## src/rtl/gray_pkg.sv

```systemverilog
// rtl/gray_pkg.sv - Gray-code helpers and elaboration checks shared by counters and FIFO pointers
`ifndef GRAY_PKG_ASSERT
`define GRAY_PKG_ASSERT(label, cond, msg) \
  if (!(cond)) begin : label \
    $fatal(1, msg); \
  end
`endif

package gray_pkg;

  localparam int MAX_WIDTH = 16;
  typedef logic [MAX_WIDTH-1:0] word_t;

  function automatic word_t bin2gray(input word_t b);
    return b ^ (b >> 1);
  endfunction

  function automatic word_t gray2bin(input word_t g);
    word_t b;
    b[MAX_WIDTH-1] = g[MAX_WIDTH-1];
    for (int i = MAX_WIDTH - 2; i >= 0; i--) begin
      b[i] = b[i+1] ^ g[i];
    end
    return b;
  endfunction

  // Centres a reduced even modulus in the reflected code so the last and first codes differ in the MSB only.
  function automatic int gray_offset(input int width, input int modulus);
    return ((1 << width) - modulus) / 2;
  endfunction

endpackage

```

## src/rtl/gray_updown_counter.sv

```systemverilog
// rtl/gray_updown_counter.sv - up/down Gray counter with even modulus, load, saturation and flags
module gray_updown_counter
  import gray_pkg::*;
#(
  parameter int WIDTH    = 4,
  parameter int MODULUS  = 2 ** WIDTH,
  parameter bit SATURATE = 1'b0
) (
  input  logic             clk,
  input  logic             reset,
  input  logic             en,
  input  logic             up,
  input  logic             load,
  input  logic [WIDTH-1:0] load_val,
  output logic [WIDTH-1:0] binary,
  output logic [WIDTH-1:0] gray,
  output logic             wrap,
  output logic             at_min,
  output logic             at_max,
  output logic             load_err
);

  `GRAY_PKG_ASSERT(g_chk_width, (WIDTH >= 2) && (WIDTH <= MAX_WIDTH), "gray_updown_counter: WIDTH must be 2..16")
  `GRAY_PKG_ASSERT(g_chk_even, (MODULUS % 2) == 0, "gray_updown_counter: MODULUS must be even")
  `GRAY_PKG_ASSERT(g_chk_range, (MODULUS >= 2) && (MODULUS <= (2 ** WIDTH)), "gray_updown_counter: MODULUS out of range")

  localparam logic [WIDTH:0]   LAST       = (WIDTH + 1)'(MODULUS - 1);
  localparam logic [WIDTH-1:0] OFFSET     = WIDTH'(gray_offset(WIDTH, MODULUS));
  localparam logic [WIDTH-1:0] RESET_GRAY = WIDTH'(bin2gray(word_t'(OFFSET)));

  logic [WIDTH:0]   cur;
  logic [WIDTH:0]   nxt;
  logic [WIDTH-1:0] nxt_idx;
  logic [WIDTH-1:0] nxt_gray;
  logic             nxt_wrap;
  logic             nxt_err;

  // Index math carries one spare bit so comparisons against MODULUS-1 never alias.
  always_comb begin
    cur      = {1'b0, binary};
    nxt      = cur;
    nxt_wrap = 1'b0;
    nxt_err  = 1'b0;
    if (load) begin
      if ({1'b0, load_val} > LAST) begin
        nxt     = LAST;
        nxt_err = 1'b1;
      end else begin
        nxt = {1'b0, load_val};
      end
    end else if (en) begin
      if (up) begin
        if (cur == LAST) begin
          if (!SATURATE) begin
            nxt      = '0;
            nxt_wrap = 1'b1;
          end
        end else begin
          nxt = cur + 1'b1;
        end
      end else begin
        if (cur == '0) begin
          if (!SATURATE) begin
            nxt      = LAST;
            nxt_wrap = 1'b1;
          end
        end else begin
          nxt = cur - 1'b1;
        end
      end
    end
    nxt_idx  = nxt[WIDTH-1:0] + OFFSET;
    nxt_gray = WIDTH'(bin2gray(word_t'(nxt_idx)));
  end

  // Gray is registered from the next index so it lands on the same edge as binary.
  always_ff @(posedge clk or posedge reset) begin
    if (reset) begin
      binary   <= '0;
      gray     <= RESET_GRAY;
      wrap     <= 1'b0;
      at_min   <= 1'b1;
      at_max   <= 1'b0;
      load_err <= 1'b0;
    end else begin
      binary   <= nxt[WIDTH-1:0];
      gray     <= nxt_gray;
      wrap     <= nxt_wrap;
      at_min   <= (nxt == '0);
      at_max   <= (nxt == LAST);
      load_err <= nxt_err;
    end
  end

endmodule

```

## config.mk

```make
export PLATFORM = sky130hd
export DESIGN_NAME = gray_updown_counter
export DESIGN_NICKNAME = d
export VERILOG_FILES = /design/src/rtl/gray_pkg.sv /design/src/rtl/gray_updown_counter.sv
export SDC_FILE = /design/constraint.sdc
export NUM_CORES = 1
export LEC_CHECK = 0
export ABC_AREA = 1
export CAP_MARGIN = 20
export CORE_UTILIZATION = 47
export DETAILED_ROUTE_END_ITERATION = 16
export PLACE_DENSITY = 0.82
export SLEW_MARGIN = 20
export SYNTH_ARGS = -nofsm -noshare
export SYNTH_HDL_FRONTEND = slang
export SYNTH_SLANG_ARGS = --single-unit
export TNS_END_PERCENT = 10
```

## constraint.sdc

```tcl
create_clock -name clk -period 2.9 [get_ports clk]
set_input_delay 0.58 -clock clk [delete_from_list [all_inputs] [get_ports clk]]
set_output_delay 0.58 -clock clk [all_outputs]
set_load 0.01 [all_outputs]
```

Word level (Yosys, flattened, before mapping)
Cells that the tools add are included.
{ "op_classes": {"n_addsub": 2, "n_eq_ne": 2, "bitwise": 1, "muxes": 10, "n_reduce_logical": 2} }
{ "ops": {"columns": ["operator", "count"], "rows": [
  ["$mux 5", 5],
  ["$add 4x1->5 const B", 1],
  ["$eq 5x4->1 const B", 1],
  ["$logic_not 5->1", 1],
  ["$mux 1", 5],
  ["$sub 4x1->5 const B", 1],
  ["$eq 4x4->1 const B", 1],
  ["$logic_not 4->1", 1],
  ["$xor 4x3->4", 1]
]} }
{ "word_totals": {"reg_bits": 11, "in_bits": 9, "word_cells": 22, "output_inout_bits": 12} }

Longest topological paths before layout
Gate-level depths: netlist of run 1.
{ "depth": {"ltp_word": 6, "depth_mapped": 13, "mapped_depth_nobuf": 12} }

Worst setup path before layout of run 1
No wires, ideal clock.
{ "synth_path": {"kind": "reg2reg", "start": "register binary[0]", "end": "register gray[2]", "n_path_buf": 0, "stages_incl_launch_ff": 10, "arrival_ns": 1.452, "slack_ns": 1.322, "required_time_ns": 2.774, "setup_ns": 0.126, "cell_sequence": "dfrtp_1 > inv_1 > ha_1 > a21oi_1 > nand2_1 > nand3_1 > nand2_1 > nand2_1 > inv_1 > ha_1"} }
{ "synth_between": {"elab_chain_cells": 6, "elab_cells_between_ends": 10, "classes_between": "add/sub: 2; eq/ne: 1; mux: 5; bitwise: 1; reduce/logical: 1"} }
{ "synth_rtl": {"columns": ["item", "line_no", "source"], "rows": [
  ["start, declared", "gray_updown_counter.sv:15", "output logic [WIDTH-1:0] binary,"],
  ["start signal, assigned", "gray_updown_counter.sv:86", "binary <= nxt[WIDTH-1:0];"],
  ["$sub 4x1->5, or another cell as far along", "gray_updown_counter.sv:68", "nxt = cur - 1'b1;"],
  ["$mux 5 (on tied branches)", "gray_updown_counter.sv:62, gray_updown_counter.sv:53", null],
  ["$mux 5 *", "gray_updown_counter.sv:52", "if (up) begin"],
  ["$mux 5 *", "gray_updown_counter.sv:51", "end else if (en) begin"],
  ["$mux 5 *", "gray_updown_counter.sv:44", "if (load) begin"],
  ["$xor 4x3->4 *", "gray_pkg.sv:15", "return b ^ (b >> 1);"],
  ["via nxt_gray[2]", "gray_updown_counter.sv:34", "logic [WIDTH-1:0] nxt_gray;"],
  ["end signal, assigned", "gray_updown_counter.sv:87", "gray <= nxt_gray;"],
  ["end, declared", "gray_updown_counter.sv:16", "output logic [WIDTH-1:0] gray,"]
]} }
The timed path passes the listed nets; every way through them passes the cells marked *.

Worst setup path in the final report of run 1
{ "layout_path": {"start": "register binary[2]", "end": "output binary[2]"} }
No word-level cell between the ends.

==> flow_metrics.py, run 1 <==
metrics = {
    "run_status": {
        "run_status": "completed",
    },
    "final_layout": {
        "diodes": 0,
        "multiInputGateArea_um2": 299.0,
        "final_layout_size_suffix_gt1_share_pct": 10.48,
        "n_fill_cell": 102,
        "areaGrowthSynthToFinish_pct": 32.61,
        "nets": 119,
        "regArea_um2": 251.5,
    },
    "critical_path": {
        "startpoint_type": "flip-flop",
        "worstPathRequired_ns": 2.32,
        "crit_type": "flip-flop to output port",
        "endpoint_kind": "output port",
        "cp_slowest_cell": "clkdlybuf4s50_1",
        "cp_data_arrival_time_ns": 1.37,
        "crit_fanout": 9,
        "worstPathCellList": "clkdlybuf4s50_1",
        "max_stage_delay_ns": 0.59,
        "path_buf_inv": 1,
        "crit_family": "buffers and inverters",
    },
    "clocking": {
        "cts_setup_buffers": 0,
        "hold_buffers": 0,
        "path_clk_slew_ns": 0.07,
        "clkLatencyLatePin_ns": 0.27,
        "clock_path_buffers": 2,
        "cts_sinks": 10,
        "tritoncts": "done",
        "h-tree-depth": 1,
        "cts_root_buffer": "clkbuf_4",
        "post_cts_resized": 0,
        "numCtsBuffers": 3,
    },
    "grt": {
        "grt_usage_pct": 20.80,
        "met3_usage_pct": 5.202,
        "antenna_found_initial": 0,
        "grt_remaining_overflow": 0,
        "gr-max-usage-layer": "met2",
        "grt_pass1_vias": 513,
        "met2_usage_pct": 33.75,
        "met1_usage_pct": 25.27,
        "grt_first_pass_wirelength_mm": 2.076,
        "grt_max_degree": 11,
    },
    "yosys": {
        "ys_seq_elements": 10,
        "ys_types": 19,
        "netlist_instances": 85,
        "synth_area_um2": 636.9,
        "yosys_warnings": 0,
        "synth_fp_nets": 98,
        "synth_seq_area_share_pct": 39.49,
        "syn_area_per_cell_um2": 7.492,
    },
    "timing": {
        "tns_ns": 0,
        "fmax_mhz": 512.9,
        "final.setup_skew_ns": 0.01188,
        "hold_violations": 0,
        "holdWs_ns": 0.5712,
        "slew_violations": 0,
        "fin_crit_ns": 1.950,
        "period_share_pct": 67.24,
        "rsz0062_at_grt": "no",
        "setup_violations": 0,
    },
    "power_and_ir_drop": {
        "ir_drop_mv": 0.3072,
        "p_per_area_nw_per_um2": 477.6,
        "leakage_nw": 0.4462,
    },
    "drt": {
        "via_per_inst": 4.824,
        "postRouteAntennaNets": 0,
        "vias": 574,
        "drc_errors": 0,
        "firstDrtPassIters": 4,
        "wl_per_cell_um": 10.47,
        "finalWirelength_mm": 1.246,
        "drt_iter0_drc": 15,
    },
    "min_path": {
        "worstHoldPathType": "primary input to asynchronous set/reset pin",
    },
    "floorplanning": {
        "start_util_pct": 53.69,
        "die_x_um": 38.81,
        "io-pin-count": 21,
        "die_area_um2": 1506,
        "core-area_um2": 1186,
        "die_y_um": 38.81,
        "rows": 12,
    },
    "placement": {
        "hpwl_mm": 1.017,
        "io_buffers": 19,
        "gp_congestion": 0.8214,
    },
    "flow_run": {
        "drv_cap": 0,
    },
}
## power breakdown
group / switching (mW) / internal, mW
registers: 0.0155 / 0.157
clock network: 0.0466 / 0.0530
logic: 0.0648 / 0.0664
total: 0.127 / 0.277
## metrics by stage
stage	instances	power, mW	worst slack, ns	instance area (um2)	utilization, %
2_1_floorplan	85	0.2473	1.322	636.9	-
3_3_place_gp	115	0.3032	0.8530	818.3	68.99
3_5_place_dp	115	0.3073	0.7991	818.3	68.99
4_1_cts	119	0.4051	0.9585	844.6	71.20
5_1_grt	119	0.4332	0.8767	844.6	71.20
6_report	119	0.4034	0.9502	844.6	71.20
## flip-flops by register name, summed over array words and instances, names as in the netlist
| register | count |
|---|---|
| gray | 3 |
| binary | 4 |
| wrap | 1 |
| at_max | 1 |
| at_min | 1 |
## path summary, 6_finish.rpt
path                       slack, ns           endpoint           startpoint  cells after the start
max                             0.95          binary[2]  binary[2]$_DFF_PP0_                      1
min                             0.57  gray[1]$_DFF_PP0_                reset                      2
max reg2reg                     1.20  gray[2]$_DFF_PP0_  binary[0]$_DFF_PP0_                      9
min reg2reg                     0.72     wrap$_DFF_PP0_  binary[3]$_DFF_PP0_                      2
max in group asynchronous       2.01   at_min$_DFF_PP1_                reset                      2
min in group clk                0.72     wrap$_DFF_PP0_  binary[3]$_DFF_PP0_                      2
## cells in the mapped netlist (all sizes together)
cell / number / area [um2]
nand2: 24 / 95.09
inv: 16 / 60.06
nand3: 12 / 70.07
dfrtp: 9 / 225.2
nor2: 5 / 18.77
a21oi: 4 / 20.02
ha: 4 / 50.05
buf: 3 / 26.27
nand4: 2 / 12.51
or2: 2 / 12.52
a211oi: 1 / 7.510
conb: 1 / 3.750
dfstp: 1 / 26.28
xor2: 1 / 8.760
## routing by layer
metal	share of wire, %	up-vias
li1	-	303
met1	46	242
met2	46	25
met3	5.5	4
met4	2.5	0
met5	0	-
## worst reg2reg max path, cell delays in order (launching register included)
cell,delay (ns)
dfrtp_1,0.40
inv_1,0.12
ha_1,0.27
a21oi_1,0.16
nand2_1,0.07
nand3_1,0.06
nand2_1,0.06
nand2_1,0.10
inv_1,0.06
ha_1,0.28
## cells in the final DEF, fill, tap and decap left out, drive strengths merged
master / synthesis / final
nand4: 2 / 2
xor2: 1 / 1
clkbuf: 0 / 4
dfrtp: 9 / 9
a211oi: 1 / 1
ha: 4 / 4
a21oi: 4 / 4
conb: 1 / 1
clkdlybuf4s50: 0 / 19
nand2: 24 / 24
nor2: 5 / 5
inv: 16 / 16
nand3: 12 / 12
or2: 2 / 2
dfstp: 1 / 1
## cell type report
class | count | share of cell area, %
sequential | 10 | 29.78
tap | 14 | 2.074
inverter | 16 | 7.111
multi-input combinational | 56 | 35.41
clock buffer | 4 | 3.111
timing repair buffer | 19 | 22.52
## cell families (layout without fill, tap and decap cells)
family / count (synthesis) / in the layout / share of synthesized area [%]
and+or+nand+nor: 45 / 45 / 32.81
buffers and inverters: 19 / 39 / 13.56
DFF: 10 / 10 / 39.49
AOI/OAI and AO/OA: 5 / 5 / 4.323
adders and majority gates: 4 / 4 / 7.859
other: 1 / 1 / 0.5888
xor gates and xnor gates: 1 / 1 / 1.375
No activity file was read; power rests on OpenSTA's default activity.
==> run 2: changes to the inputs <==
--- a/config.mk
+++ b/config.mk
@@ -7,9 +7,9 @@
 export LEC_CHECK = 0
 export ABC_AREA = 1
 export CAP_MARGIN = 20
-export CORE_UTILIZATION = 47
+export CORE_UTILIZATION = 43
 export DETAILED_ROUTE_END_ITERATION = 16
-export PLACE_DENSITY = 0.82
+export PLACE_DENSITY = 0.76
 export SLEW_MARGIN = 20
 export SYNTH_ARGS = -nofsm -noshare
 export SYNTH_HDL_FRONTEND = slang
==> constraint.sdc (replaced) <==
create_clock -name clk -period 1.8 [get_ports clk]
set_input_delay 0.36 -clock clk [delete_from_list [all_inputs] [get_ports clk]]
set_output_delay 0.36 -clock clk [all_outputs]
set_load 0.01 [all_outputs]
==> run 2 against run 1 <==
Net effect:
- setup slack lost 0.87 ns
- core utilization shrank 3.7 points
- sequential share of layout area decreased by 1.6 points
- critical path type unchanged
- die area rose by 8.8%
- highest routed layer unchanged
- total power rose by 79%
==> flow_metrics.py, run 2 (synthesis results as in run 1) <==
metrics = {
    "run_status": {
        "run_status": "completed",
    },
    "final_layout": {
        "final_layout_size_suffix_gt1_share_pct": 17.43,
        "top_regs": "binary (4), gray (3)",
        "top_register": "binary",
        "layout_common_cells": "nand2_1, clkdlybuf4s50_1, inv_1",
        "areaGrowthSynthToFinish_pct": 41.45,
        "fin_area_um2": 900.9,
        "diodes": 0,
        "nets": 123,
        "largest_register_ffs": 4,
        "n_fill_cell": 124,
        "mostFrequentLayoutCell": "nand2_1",
    },
    "power_and_ir_drop": {
        "combPwrFrac_pct": 32.9,
        "p_per_area_nw_per_um2": 800.0,
        "switching_power_mw": 0.2215,
        "p_seq_share_pct": 39.1,
        "total_power_mw": 0.7207,
        "ir_drop_mv": 0.4564,
        "clockPowerShare_pct": 28.0,
        "leakage_nw": 0.4695,
        "p_int_mw": 0.4992,
        "switching_share_pct": 30.73,
    },
    "clocking": {
        "path_clk_slew_ns": 0.07,
        "clkLatencyLatePin_ns": 0.26,
        "hold_buffers": 0,
        "cts_root_buffer": "clkbuf_4",
        "h-tree-depth": 1,
        "numCtsBuffers": 3,
        "cts_setup_buffers": 0,
        "clock_path_buffers": 2,
        "tritoncts": "done",
        "cts_sinks": 10,
    },
    "floorplanning": {
        "rows": 13,
        "die_area_um2": 1639,
        "core-area_um2": 1334,
        "io-pin-count": 21,
        "die_x_um": 40.49,
        "die_y_um": 40.49,
        "start_util_pct": 47.75,
    },
    "grt": {
        "grt_first_pass_wirelength_mm": 2.249,
        "grt_remaining_overflow": 0,
        "antenna_found_initial": 0,
        "grt_max_degree": 11,
        "grt_pass1_vias": 539,
        "grt_usage_pct": 20.69,
    },
    "critical_path": {
        "worstPathCellList": "clkdlybuf4s50_1",
        "r2r_slack_ns": 0.16,
        "crit_type": "flip-flop to output port",
        "endpoint_kind": "output port",
        "cp_data_arrival_time_ns": 1.36,
        "worstPathRequired_ns": 1.44,
        "crit_fanout": 8,
        "startpoint_type": "flip-flop",
        "max_stage_delay_ns": 0.59,
        "cp_slowest_cell": "clkdlybuf4s50_1",
        "path_buf_inv": 1,
        "crit_family": "buffers and inverters",
    },
    "min_path": {
        "worstHoldPathType": "primary input to asynchronous set/reset pin",
    },
    "drt": {
        "postRouteAntennaNets": 0,
        "vias": 636,
        "wl_per_cell_um": 11.82,
        "drc_errors": 0,
        "firstDrtPassIters": 4,
        "via_per_inst": 5.129,
        "finalWirelength_mm": 1.466,
        "drt_iter0_drc": 21,
    },
    "timing": {
        "hold_violations": 0,
        "holdWs_ns": 0.3586,
        "period_share_pct": 95.42,
        "fmax_mhz": 582.2,
        "final.setup_skew_ns": 0.002535,
        "slew_violations": 0,
        "rsz0062_at_grt": "no",
        "tns_ns": 0,
        "setup_violations": 0,
        "fin_crit_ns": 1.718,
    },
    "placement": {
        "hpwl_mm": 1.143,
        "dpl_cell_area_um2": 849.6,
        "gp_congestion": 0.8675,
        "io_buffers": 19,
    },
    "flow_run": {
        "drv_cap": 0,
    },
}
[run 2: metrics by stage]
step | util, % | std cells | setup slack, ns
2_1_floorplan | - | 85 | 0.2219
5_1_grt | 67.54 | 124 | 0.03734
3_3_place_gp | 63.70 | 120 | 0.05517
3_5_place_dp | 63.70 | 120 | -0.02017
4_1_cts | 66.42 | 124 | 0.06325
6_report | 67.54 | 124 | 0.08243
[run 2: path summary, 6_finish.rpt]
check,endpoint,start,cells after the start
worst max-delay path,gray[3],binary[3]$_DFF_PP0_,1
worst min-delay path,gray[1]$_DFF_PP0_,reset,2
worst max register to register,gray[0]$_DFF_PP0_,binary[0]$_DFF_PP0_,9
worst min register to register,wrap$_DFF_PP0_,binary[2]$_DFF_PP0_,2
max in group asynchronous,at_min$_DFF_PP1_,reset,2
min in group clk,wrap$_DFF_PP0_,binary[2]$_DFF_PP0_,2
[run 2: layer usage]
| layer | up-vias | wire [um] | part of all wire (%) | global-route usage, % |
|---|---|---|---|---|
| met3 | 4 | 103 | 7.0 | 5.556 |
| met5 | - | 0 | 0 | 0 |
| met1 | 284 | 612 | 42 | 25.42 |
| li1 | 306 | - | - | - |
| met2 | 42 | 734 | 50 | 33.33 |
| met4 | 0 | 15 | 1.0 | 9.167 |
[run 2: area by class of cell]
cell class	instances	area [um2]	share of cell area [%]
clock buffer	4	36.28	4.028
sequential	10	254.0	28.19
tap	15	18.77	2.083
inverter	16	60.06	6.667
timing repair buffer	23	220.2	24.44
multi-input combinational	56	311.5	34.58
[run 2: power groups by stage]
stage | registers, mW | logic, mW | clock network, mW
final | 0.282 | 0.237 | 0.202
after floorplan | 0.289 | 0.109 | 0
after global placement | 0.281 | 0.217 | 0
after global routing | 0.285 | 0.264 | 0.221
after CTS | 0.280 | 0.227 | 0.205
after detailed placement | 0.285 | 0.227 | 0
[run 2: timing repair]
action                                  4_1_cts  5_1_grt
endpoints found under the setup margin        0        4
endpoints found under the hold margin         0        0
resized for setup                             0        3
